--- src/rtl/pipeline_sched.sv ---
// Pipeline sequencer: drives PC and pipeline-register enables/flushes and runs the RUN/PAUSED/STEP/HALTED flow.
// Optional macro STAT_COUNTERS_EN builds the stall/flush/frozen statistic counters; without it they read 0.
module pipeline_sched #(
    parameter logic [31:0] HALT_CODE  = 32'h0000_000A,
    parameter logic [31:0] PAUSE_CODE = 32'h0000_0032,
    parameter int unsigned CNT_W      = 32
) (
    input  logic             clk,
    input  logic             rst,
    input  logic             load_use,
    input  logic             branch_taken,
    input  logic             syscall_wb,
    input  logic [31:0]      a_wb,
    input  logic             resume,
    input  logic             step,
    output logic             pc_en,
    output logic             if_id_en,
    output logic             if_id_flush,
    output logic             id_ex_en,
    output logic             id_ex_flush,
    output logic             ex_mem_en,
    output logic             mem_wb_en,
    output logic [1:0]       state,
    output logic [CNT_W-1:0] stall_cnt,
    output logic [CNT_W-1:0] flush_cnt,
    output logic [CNT_W-1:0] frozen_cnt
);

    typedef enum logic [1:0] {
        S_RUN    = 2'd0,
        S_PAUSED = 2'd1,
        S_STEP   = 2'd2,
        S_HALTED = 2'd3
    } state_t;

    state_t state_q;
    logic   skip_q;
    logic   det_halt;
    logic   det_pause;
    logic   freeze;
    logic   advance;

    // skip masks the syscall still parked in WB on the first cycle after leaving PAUSED
    assign det_halt  = syscall_wb & ~skip_q & (a_wb == HALT_CODE);
    assign det_pause = syscall_wb & ~skip_q & (a_wb == PAUSE_CODE);
    assign freeze    = det_halt | det_pause;
    assign advance   = ((state_q == S_RUN) & ~freeze) | (state_q == S_STEP);
    assign state     = state_q;

    always_comb begin
        pc_en       = 1'b0;
        if_id_en    = 1'b0;
        if_id_flush = 1'b0;
        id_ex_en    = 1'b0;
        id_ex_flush = 1'b0;
        ex_mem_en   = 1'b0;
        mem_wb_en   = 1'b0;
        if (advance) begin
            pc_en     = 1'b1;
            if_id_en  = 1'b1;
            id_ex_en  = 1'b1;
            ex_mem_en = 1'b1;
            mem_wb_en = 1'b1;
            if (branch_taken) begin
                if_id_flush = 1'b1;
                id_ex_flush = 1'b1;
            end else if (load_use) begin
                pc_en       = 1'b0;
                if_id_en    = 1'b0;
                id_ex_flush = 1'b1;
            end
        end
    end

    always_ff @(posedge clk) begin
        if (rst) begin
            state_q <= S_RUN;
            skip_q  <= 1'b0;
        end else begin
            if (advance)
                skip_q <= 1'b0;
            case (state_q)
                S_RUN: begin
                    if (det_halt)
                        state_q <= S_HALTED;
                    else if (det_pause)
                        state_q <= S_PAUSED;
                end
                S_PAUSED: begin
                    if (syscall_wb && (a_wb == HALT_CODE)) begin
                        state_q <= S_HALTED;
                    end else if (resume) begin
                        state_q <= S_RUN;
                        skip_q  <= 1'b1;
                    end else if (step) begin
                        state_q <= S_STEP;
                        skip_q  <= 1'b1;
                    end
                end
                S_STEP:   state_q <= S_PAUSED;
                default:  state_q <= S_HALTED;
            endcase
        end
    end

`ifdef STAT_COUNTERS_EN
    localparam logic [CNT_W-1:0] CNT_ONE = {{(CNT_W-1){1'b0}}, 1'b1};

    logic [CNT_W-1:0] stall_q;
    logic [CNT_W-1:0] flush_q;
    logic [CNT_W-1:0] frozen_q;

    always_ff @(posedge clk) begin
        if (rst) begin
            stall_q  <= '0;
            flush_q  <= '0;
            frozen_q <= '0;
        end else begin
            if (advance && load_use && !branch_taken)
                stall_q <= stall_q + CNT_ONE;
            if (advance && branch_taken)
                flush_q <= flush_q + CNT_ONE;
            if ((state_q == S_PAUSED) || (state_q == S_HALTED))
                frozen_q <= frozen_q + CNT_ONE;
        end
    end

    assign stall_cnt  = stall_q;
    assign flush_cnt  = flush_q;
    assign frozen_cnt = frozen_q;
`else
    assign stall_cnt  = '0;
    assign flush_cnt  = '0;
    assign frozen_cnt = '0;
`endif

endmodule

--- config.mk ---
export PLATFORM = sky130hd
export DESIGN_NAME = pipeline_sched
export DESIGN_NICKNAME = d
export VERILOG_FILES = /design/src/rtl/pipeline_sched.sv
export SDC_FILE = /design/constraint.sdc
export NUM_CORES = 1
export LEC_CHECK = 0
export CORE_MARGIN = 2
export CORE_UTILIZATION = 27
export DETAILED_ROUTE_END_ITERATION = 8
export PLACE_DENSITY_LB_ADDON = 0.1
export SLEW_MARGIN = 20
export SYNTH_ARGS = -nofsm -noshare
export SYNTH_HDL_FRONTEND = slang
export SYNTH_SLANG_ARGS = --single-unit
--- constraint.sdc ---
create_clock -name clk -period 2.9 [get_ports clk]
set_clock_uncertainty 0.05 [all_clocks]
set_input_delay 0.29 -clock clk [delete_from_list [all_inputs] [get_ports clk]]
set_output_delay 0.29 -clock clk [all_outputs]
set_load 0.05 [all_outputs]
-- Word-level counts from Yosys, hierarchy flattened
Cells that the tools add are included.
- output and inout bits: 105
- logic and storage cells: 39
- input port bits: 39
- register bits after elaboration: 3
- reduce and logical (&&, ||, !) cells: 3
- bitwise logic cells: 8
- eq/ne operators: 6
- mux-type cells: 20
- operators by type and width (operator ; count):
    $eq A32 B4 Y1 const B ; 1
    $eq A32 B6 Y1 const B ; 1
    $mux W1 ; 14
    $mux W2 ; 5
    $pmux W2 S3 ; 1
    $and A1 B1 Y1 ; 4
    $ne A4 B4 Y1 const B ; 1
    $ne A3 B3 Y1 const B ; 1
    $eq A2 B1 Y1 const B ; 1
    $eq A2 B2 Y1 const B ; 1
    $logic_not A2 Y1 ; 1
    $not A1 Y1 ; 2
    $or A1 B1 Y1 ; 2
    $reduce_and A2 Y1 ; 1
    $logic_and A1 B1 Y1 ; 1

-- Logic depth before layout (Yosys ltp)
Gate-level depths: netlist of run 1.
- word-level depth: 12
- depth in mapped cells: 5

-- Least setup slack after synthesis of run 1
Ideal clock, no wire load.
- path type: register to output
- start point: register state_q[1] (netlist: state[1])
- end point: output port id_ex_flush
- arrival time: 2.206 ns
- cell stages (with the launch flop): 3
- slack: 0.354 ns
- required time: 2.560 ns
- path through: dfxtp_1 -> nor2_1 -> a311oi_1
- word-level cells in the longest chain between the ends: 4
- elaborated cells on any way between the ends: 5
- classes of those cells: eq/ne (1); mux (1); bitwise (2); reduce/logical (1)
- ends and longest elaborated chain (what ; RTL line ; RTL):
    start: declaration ; 36 ; state_t state_q;
    start signal: assignment ; 77 ; state_q <= S_RUN;
    start signal: assignment ; 85 ; state_q <= S_HALTED;
    start signal: assignment ; 87 ; state_q <= S_PAUSED;
    $logic_not A2 Y1 ; 47 ; assign advance = ((state_q == S_RUN) & ~freeze) | (state_q == S_STEP);
    $and A1 B1 Y1 ; 47 ;
    $or A1 B1 Y1 * ; 47 ;
    $mux W1 * ; 58 ; if (advance) begin
    end: declaration ; 20 ; output logic id_ex_flush,
Every way passes the cells marked *; elsewhere a longest branch is shown, timed or not.

-- Worst setup path in the final report of run 1
- start point: input port a_wb[10]
- end point: output port id_ex_flush
- word-level cells in the longest chain between the ends: 7
- elaborated cells on any way between the ends: 9
- classes of those cells: eq/ne (2); mux (1); bitwise (6)
- ends and longest elaborated chain (what ; RTL line ; RTL):
    start: declaration ; 13 ; input logic [31:0] a_wb,
    $eq A32 B4 Y1 / $eq A32 B6 Y1 (equally long branches) ; 44, 45 ;
    $and A1 B1 Y1 (on tied branches) ; 44, 45 ;
    $or A1 B1 Y1 * ; 46 ; assign freeze = det_halt | det_pause;
    $not A1 Y1 * ; 47 ;
    $and A1 B1 Y1 * ; 47 ;
    $or A1 B1 Y1 * ; 47 ;
    $mux W1 * ; 58 ;
Marks and branches as above.

==> metrics.txt, run 1 <==
WL final=1910 µm; layout cells sized above 1=0.0741; synth unique cells=22; CP cell instances=clkdlybuf4s50_1 -> nor4_1 -> nand4_1 -> nor2_1 -> a311oi_1 -> clkdlybuf4s50_1; CTS root buffer=clkbuf_8; sequential share of the synthesized area=0.0564; Yosys top cell by area=buf_4; proportion of synthesized area in mux cells=0; hold path cells=2; crit-path max FO=4; Die ar.=~4500 µm²; Worst EP arrival=roughly 2.4 ns; max_slew headroom=0.623; critical path required time=~2.6 ns; hold_sp=skip_q; 1st-iter DRT viols=10; Mean Syn Cell Area=about 7.5 µm²; Core Area=3720 µm²; Max Freq=between 0.3 and 0.4 GHz; asr flop ratio synth=0; vias in the first global route=a little over 600; io pins=around 140; most instantiated cells after synthesis=99 x buf_4, 8 x nor2_1; cell area after synthesis=1060 µm²; Post-synth EDFFs=0; port bufs=between 40 and 50; Layout fillers=416; crit path launch=a_wb[10]; post-CTS resize count=0; max-cap violations=0; minimum clock period=2.71 ns; hold worst-path end=skip_q; worst reg2reg startpoint=state[1]; Crit Path Category=in -> out; DR DRC count=0; routed vias/inst=3.35; pre-CTS setup slack=~0.17 ns; Layout Area Growth over Synthesis=16.9%; final setup vio count=0; Synth Area in Adders=0; post-synthesis simple-gate area fraction=0.163; WL/cell=just over 8 µm; Final Hold Viols=0; YS warnings=0; pin slew with the least headroom to its limit=between 0.5 and 0.6 ns; outcome=complete, no violations; largest net degree at the start of global routing=12; GR Util All Layers=0.0728; DRT Pass-1 Iters=4; via count=about 790; initial antenna violation count=0; post-synth top area share=0.698; reg2reg end=state[1]; Final HPWL DP=1780 µm; final worst slack=between 0.15 and 0.2 ns; Die Y=about 67 µm; period utilization=0.934; CTS sink cnt=3; Critical Path Most Common Cell=clkdlybuf4s50_1; r2r setup slk=between 1.5 and 2 ns; clk_lat worst skew=around 0.21 ns; NumNets Final=around 230; PD cells=slightly above 400 nW/µm²; # hold bufs at CTS=0; Max stage delay on crit path=approximately 0.73 ns; clock slew at reported path FFs=~0.030 ns; Seq cells post-synth=3; Sequential Area=around 60 µm²; CP endpoint kind=output pin; ys flop type=dfxtp_1; row cnt=22; CTS tree=done; final-report max-slew violation count=0; postcts setup bufs=0; reg2reg path depth=4; maximum VDD drop=approximately 0.00015 V; RSZ-0062 raised after global routing=no; largest family of logic cells by synthesized area=buffers and inverters; H-tree depth=1; Initial Utilization=0.287; CP top delay family=buffers and inverters; TNS Setup=0 ns; Antenna Cells=0; fin util=0.335; WP buf/inv=2; grt ovf=0; P_leak=around 0.61 nW; startpoint types=input pin; maximum clock insertion buffer count=2; multi-input logic area=611 µm²; gp weighted congestion=between 0.7 and 0.8; Cells after Synth=roughly 140; top cells by area, synth=buf_4 70%, dfxtp_1 5.6%, nor4_2 3.5%, nor2_1 2.8%, nor4b_2 2.8%; die width=about 67 µm; Synth Area in Compound Gates=0.0717; CTS buffer count=3; Final ANT Viol Nets=0; Hold Crit Class=reg -> reg; first-pass GRT wire length=between 2000 and 2500 µm; XOR/XNOR Fraction of Synth Area=0; most numerous cell in the Yosys netlist=buf_4; crit path max-delay cell type=clkdlybuf4s50_1
-- final cells by class --
type / instances / area share
clock buffer: 4 / 0.0362
inverter: 1 / 0.00302
timing repair buffer: 48 / 0.374
sequential: 3 / 0.0482
multi-input combinational: 133 / 0.490
tap: 48 / 0.0482
-- cells by family (layout without fill, tap and decap cells) --
logic type	Yosys count	after routing
AOI/OAI and AO/OA	12	12
buffers and inverters	101	53
DFF	3	3
other	1	96
and+or+nand+nor	25	25
-- layer usage --
metal | global-route usage | share of wire | up-vias
met4 | 0.0383 | 0 | 0
met2 | 0.148 | 0.56 | 83
met5 | 0 | 0 | -
li1 | - | - | 365
met3 | 0.0186 | 0.18 | 0
met1 | 0.0637 | 0.27 | 346
-- sequential cells by signal, indices dropped and copies added, names as in the netlist --
register / cells
skip_q: 1
state: 2
-- per-stage QoR --
stage / hold slack, ns / cell area [µm²] / total power, W / cells
after floorplan: 0.309 / 1420 / 0.000434 / 237
after global placement: 0.487 / 1200 / 0.000392 / 233
after detailed placement: 0.492 / 1200 / 0.000393 / 233
after CTS: 0.496 / 1240 / 0.000518 / 237
after global routing: 0.564 / 1240 / 0.000537 / 237
final: 0.493 / 1240 / 0.000515 / 237
-- worst register-to-register path, stage by stage, from the launching register on --
cell	delay, ns
dfxtp_1	0.33
nor2_1	0.29
nor2_1	0.06
or4_1	0.40
a21oi_1	0.16
-- cell usage in the layout, fill, tap and decap left out, types with 2 or more instances in the layout --
| cell type | count |
|---|---|
| a21oi_1 | 3 |
| a311oi_1 | 2 |
| a31oi_1 | 2 |
| buf_4 | 6 |
| clkbuf_8 | 3 |
| clkdlybuf4s50_1 | 42 |
| conb_1 | 96 |
| dfxtp_1 | 3 |
| nand2_1 | 2 |
| nand4_1 | 2 |
| nor2_1 | 8 |
| nor2b_1 | 2 |
| nor4_1 | 2 |
| nor4_2 | 3 |
| nor4b_2 | 2 |
| o21ai_0 | 3 |
-- worst max path at each step --
stage | endpoint | cells after the start
2_1_floorplan | id_ex_flush | 2
3_3_place_gp | id_ex_flush | 6
3_5_place_dp | id_ex_flush | 6
4_1_cts | id_ex_flush | 6
5_1_grt | if_id_flush | 6
6_report | id_ex_flush | 6
-- report_power, final --
group	total (W)	internal [W]	switching (W)
combinational	0.000353	0.0000547	0.000298
sequential	0.0000416	0.0000416	0.0000000000000266
clock	0.000120	0.0000936	0.0000262
Power figures use the tool's default switching activity.
==> run 2: changes to the inputs <==
Settings changed: CORE_UTILIZATION 27 to 28, CTS_BUF_LIST set to sky130_fd_sc_hd__clkbuf_4.
==> run 2 against run 1 <==
Clock-buffer cell count is the same. Via count grew 0.25%. Utilization shrank 0.25 points. Sequential share of layout area grew 0.11 points. Non-clock buffer count shrank 1. First-iteration DRC count grew 20%. Sequential power is essentially flat. Register-to-register slack is essentially flat. Global-route usage grew 0.21 points. Critical path depth is the same. Critical endpoint is now id_ex_en.
==> metrics.txt, run 2 (synthesis gave the netlist of run 1 again) <==
PD cells=394 nW/µm² (-4.6%); Die Y=65.7 µm (-1.7%); pin slew with the least headroom to its limit=0.515 ns (-0.0449 ns); postcts setup bufs=0 (unchanged); Final Hold Viols=0 (unchanged); Die ar.=4310 µm² (-3.4%); first-pass GRT wire length=2410 µm (+2.9%); gp weighted congestion=0.687 (-12%); crit-path max FO=5 (+1); 1st-iter DRT viols=12 (+2); Crit Path Category=in -> out; Final ANT Viol Nets=0 (unchanged); max_slew headroom=0.653 (+0.0302); H-tree depth=1 (unchanged); CP endpoint kind=output pin; Layout Area Growth over Synthesis=14.3%; initial antenna violation count=0 (unchanged); startpoint types=input pin; period utilization=0.777 (-0.157); max reg flops=2 (unchanged); vias in the first global route=588 (-2.6%); # hold bufs at CTS=0 (unchanged); post-CTS resize count=0 (unchanged); Worst EP arrival=1.91 ns (-0.46 ns); P_leak=0.602 nW (-1.4%); critical path required time=2.56 ns (about the same); Hold Crit Class=reg -> reg; final setup vio count=0 (unchanged); most frequent cells in the layout=96 x conb_1, 40 x clkdlybuf4s50_1, 8 x nor2_1; clk_lat worst skew=0.24 ns (+0.03 ns); crit path max-delay cell type=clkdlybuf4s50_1; CP top delay family=simple AND/OR/NAND/NOR gates; Initial Utilization=0.291 (+0.00431); io pins=144 (unchanged); final-report max-slew violation count=0 (unchanged); grt ovf=0 (unchanged); commonest non-fill, non-tap cell in the layout=conb_1; Max stage delay on crit path=0.41 ns (-0.32 ns); port bufs=47 (unchanged); CTS sink cnt=3 (unchanged); WL final=1920 µm (+0.42%); WL/cell=8.11 µm (+0.85%); CTS tree=done; DRT Pass-1 Iters=6 (+2); Max Freq=0.444 GHz (+20%); Final HPWL DP=1760 µm (-1.2%); Antenna Cells=0 (unchanged); CTS buffer count=3 (unchanged); CP cell instances=clkdlybuf4s50_1 -> nor4_1 -> nand4_1 -> nor2_1 -> a31oi_1 -> buf_4; GR Util All Layers=0.0748 (+0.00208); max-cap violations=0 (unchanged); WP buf/inv=2 (unchanged); maximum clock insertion buffer count=2 (unchanged); NumNets Final=228 (-0.44%); via count=796 (+0.25%); Placed Cells incl. Taps=232 (-0.43%); outcome=complete, no violations; die width=65.7 µm (-1.7%); DR DRC count=0 (unchanged); clock slew at reported path FFs=0.04 ns (about the same); CTS root buffer=clkbuf_4; post-route insts no fill=236 (-0.42%); layout cells sized above 1=0.0851 (+0.0110); TNS Setup=0 ns (unchanged); maximum VDD drop=0.000182 V (+21%); routed vias/inst=3.37 (+0.68%); Core Area=3660 µm² (-1.5%); row cnt=22 (unchanged); largest net degree at the start of global routing=12 (unchanged); RSZ-0062 raised after global routing=no; minimum clock period=2.25 ns (-0.455 ns)
run 2: per-layer routing:
| layer | vias up | track usage | wire [µm] |
|---|---|---|---|
| li1 | 364 | - | - |
| met1 | 338 | 0.0616 | 475 |
| met2 | 92 | 0.145 | 1070 |
| met3 | 2 | 0.0342 | 371 |
| met4 | 0 | 0.0391 | 3 |
| met5 | - | 0 | 0 |
run 2: metrics by stage:
stage | power (W) | utilization | hold slack (ns) | cell area, µm² | worst slack [ns]
final | 0.000480 | 0.333 | 0.485 | 1220 | 0.646
after global routing | 0.000499 | 0.333 | 0.549 | 1220 | 0.481
after CTS | 0.000481 | 0.333 | 0.487 | 1220 | 0.595
after detailed placement | 0.000393 | 0.324 | 0.481 | 1190 | 0.604
after global placement | 0.000392 | 0.324 | 0.486 | 1190 | 0.658
after floorplan | 0.000434 | - | 0.309 | 1420 | 0.354
run 2: power by group:
group          internal (W)       switching (W)   total, W
combinational     0.0000542            0.000299   0.000353
sequential        0.0000415  0.0000000000000268  0.0000415
clock             0.0000611           0.0000246  0.0000857
total              0.000157            0.000323   0.000480
run 2: worst reg2reg max path: stages, from the launching register on:
cell and delay, ns:
dfxtp_1 0.33, nor2_1 0.29, nor2_1 0.06, or4_1 0.40, a21oi_1 0.18
run 2: final cells by class:
type | instances | area (µm²)
timing repair buffer | 47 | 453
tap | 48 | 60.1
inverter | 1 | 3.75
fill | 417 | 2440
clock buffer | 4 | 30.0
multi-input combinational | 133 | 611
sequential | 3 | 60.1
run 2: path summary, 6_finish.rpt:
path / end / slack [ns] / from / cells after the start
setup / recovery: id_ex_en / 0.65 / a_wb[10] / 6
hold / removal: skip_q / 0.48 / skip_q / 2
setup reg to reg: state[1] / 1.51 / state[1] / 4
hold reg to reg: skip_q / 0.48 / skip_q / 2
==> run 3: changes to the inputs <==
Settings changed: CORE_UTILIZATION 28 to 23.
Clock period 2.9 ns to 1.85 ns, I/O delays scaled along.
==> run 3 against run 2 <==
Global-route usage shrank 0.84 points. Clock-buffer cell count is the same. Die area grew 20%. Register-to-register slack lost 1.0 ns. Hold slack lost 0.16 ns. Critical path depth is the same. Sequential cell count is the same. Non-clock buffer count grew 7. Via count grew 1.9%. Worst setup slack lost 0.57 ns. Combinational power grew 59%. Utilization shrank 1.8 points.
==> metrics.txt, run 3 (synthesis gave the netlist of run 1 again) <==
CTS tree=done; startpoint types=input pin; clock slew at reported path FFs=0.04 ns (about the same); maximum VDD drop=0.000167 V (-8.2%); Max Used Layer=met4; initial antenna violation count=0 (unchanged); most frequent cells in the layout=96 x conb_1, 15 x dlymetal6s2s_1, 14 x dlygate4sd2_1; CP endpoint kind=output pin; io pins=144 (unchanged); Layout Area Growth over Synthesis=30.4%; Antenna Cells=0 (unchanged); crit-path max FO=5 (unchanged); period utilization=0.957; final setup vio count=0 (unchanged); minimum clock period=1.77 ns; WL final=2070 µm (+8.1%); grt ovf=0 (unchanged); max reg flops=2 (unchanged); r2r setup slk=0.48 ns (-1.03 ns); Die ar.=5190 µm² (+20%); CTS sink cnt=3 (unchanged); via count=811 (+1.9%); port bufs=47 (unchanged); met3 wire length=253 µm (-32%); CTS root buffer=clkbuf_4; Final ANT Viol Nets=0 (unchanged); CTS buffer count=3 (unchanged); clk_lat worst skew=0.24 ns (about the same); DR DRC count=0 (unchanged); first-pass GRT wire length=2750 µm (+14%); maximum clock insertion buffer count=2 (unchanged); final instance area=1390 µm² (+14%); P_leak=0.823 nW (+37%); critical path required time=1.62 ns (-0.94 ns); Core Area=4410 µm² (+21%); reg2reg end=state[1]; RSZ-0062 raised after global routing=no; row cnt=24 (+9.1%); NumNets Final=235 (+3.1%); Max stage delay on crit path=0.42 ns (about the same); routed vias/inst=3.28 (-2.7%); fin util=0.315 (-0.0179); DRT Pass-1 Iters=2 (-4); CP cell instances=clkdlybuf4s50_1 -> or3b_4 -> o21ai_0 -> buf_4 -> a31oi_4 -> buf_6; met1 WL=549 µm (+16%); Die Y=72.0 µm (+9.7%); Final Hold Viols=0 (unchanged); DR WL met2=1250 µm (+18%); Post-DP Area=1260 µm² (+6.4%); Hold Crit Class=in -> reg; outcome=complete, no violations; Final HPWL DP=1880 µm (+6.5%); layout cells sized above 1=0.159 (+0.0739); Worst EP arrival=1.54 ns (-0.37 ns); worst reg2reg startpoint=state[0]; Max Freq=between 0.5 and 0.6 GHz; Initial Utilization=0.241 (-0.0496); reg2reg path depth=3 (-1); vias in the first global route=655 (+11%); GR Util All Layers=0.0665 (-0.00837); Critical Path End=id_ex_en; Layout fillers=481 (+15%); die width=72.0 µm (+9.7%); Crit Path Category=in -> out; final-report max-slew violation count=0 (unchanged); gp weighted congestion=0.752 (+9.5%); PD cells=546 nW/µm² (+38%); crit path launch=a_wb[4]; commonest non-fill, non-tap cell in the layout=conb_1; largest net degree at the start of global routing=12 (unchanged); H-tree depth=1 (unchanged); WL/cell=8.38 µm (+3.3%); max-cap violations=0 (unchanged); 1st-iter DRT viols=5 (-7); crit path max-delay cell type=clkdlybuf4s50_1
==> run 3: changes by cell type in the layout (fill, tap and decap cells not counted), sizes merged <==
cell,before,now
dlygate4sd2,0,14
dlymetal6s2s,0,15
buf,7,15
clkdlybuf4s15,0,1
clkdlybuf4s50,40,9
==> run 3: cell type report <==
class | instances | area (µm²) | area share
Tap cell | 52 | 65.1 | 0.0468
Multi-Input combinational cell | 133 | 679 | 0.489
Sequential cell | 3 | 61.3 | 0.0441
Inverter | 1 | 3.75 | 0.00270
Timing Repair Buffer | 54 | 549 | 0.395
Clock buffer | 4 | 30.0 | 0.0216
==> run 3: report_power, final <==
part	switching (W)	internal [W]	total, W
clock network	0.0000377	0.0000957	0.000133
logic	0.000478	0.0000816	0.000560
registers	0.0000000000000519	0.0000650	0.0000650
total	0.000516	0.000242	0.000758
==> run 3: what timing repair did <==
item,in CTS,in global routing
endpoints found under the setup margin,7,8
resized for setup,25,17
setup buffers,2,1
hold buffers,0,0
pin swaps,11,10
==> run 3: worst min-delay path by stage <==
stage          slack (ns)       end  cells after the start  startpoint
4_1_cts              0.43  state[0]                      4    a_wb[12]
5_1_grt              0.35  state[0]                      4     a_wb[8]
3_3_place_gp         0.50    skip_q                      2      skip_q
2_1_floorplan        0.20  state[1]                      1         rst
3_5_place_dp         0.49    skip_q                      2      skip_q
6_report             0.32  state[0]                      4     a_wb[8]
==> run 3: worst max-delay path, delay by kind of cell <==
family,cells,cell delay (ns)
buffers and inverters,3,0.78
and+or+nand+nor,1,0.38
AOI/OAI and AO/OA,2,0.19
==> run 3: through the flow <==
step | hold WS [ns] | total power, W | setup WS, ns | cells | setup TNS, ns
6_report | 0.324 | 0.000758 | 0.0794 | 247 | 0
2_1_floorplan | 0.197 | 0.000686 | 0.0140 | 237 | 0
3_3_place_gp | 0.502 | 0.000623 | -0.195 | 240 | -1.51
5_1_grt | 0.353 | 0.000786 | 0.00236 | 247 | 0
4_1_cts | 0.427 | 0.000755 | 0.00468 | 246 | 0
3_5_place_dp | 0.494 | 0.000624 | -0.194 | 240 | -1.47
==> run 3: metal layers <==
layer,global-route usage,vias up
met2,0.142,77
li1,-,380
met4,0.0314,0
met1,0.0587,352
met5,0,-
met3,0.00972,2
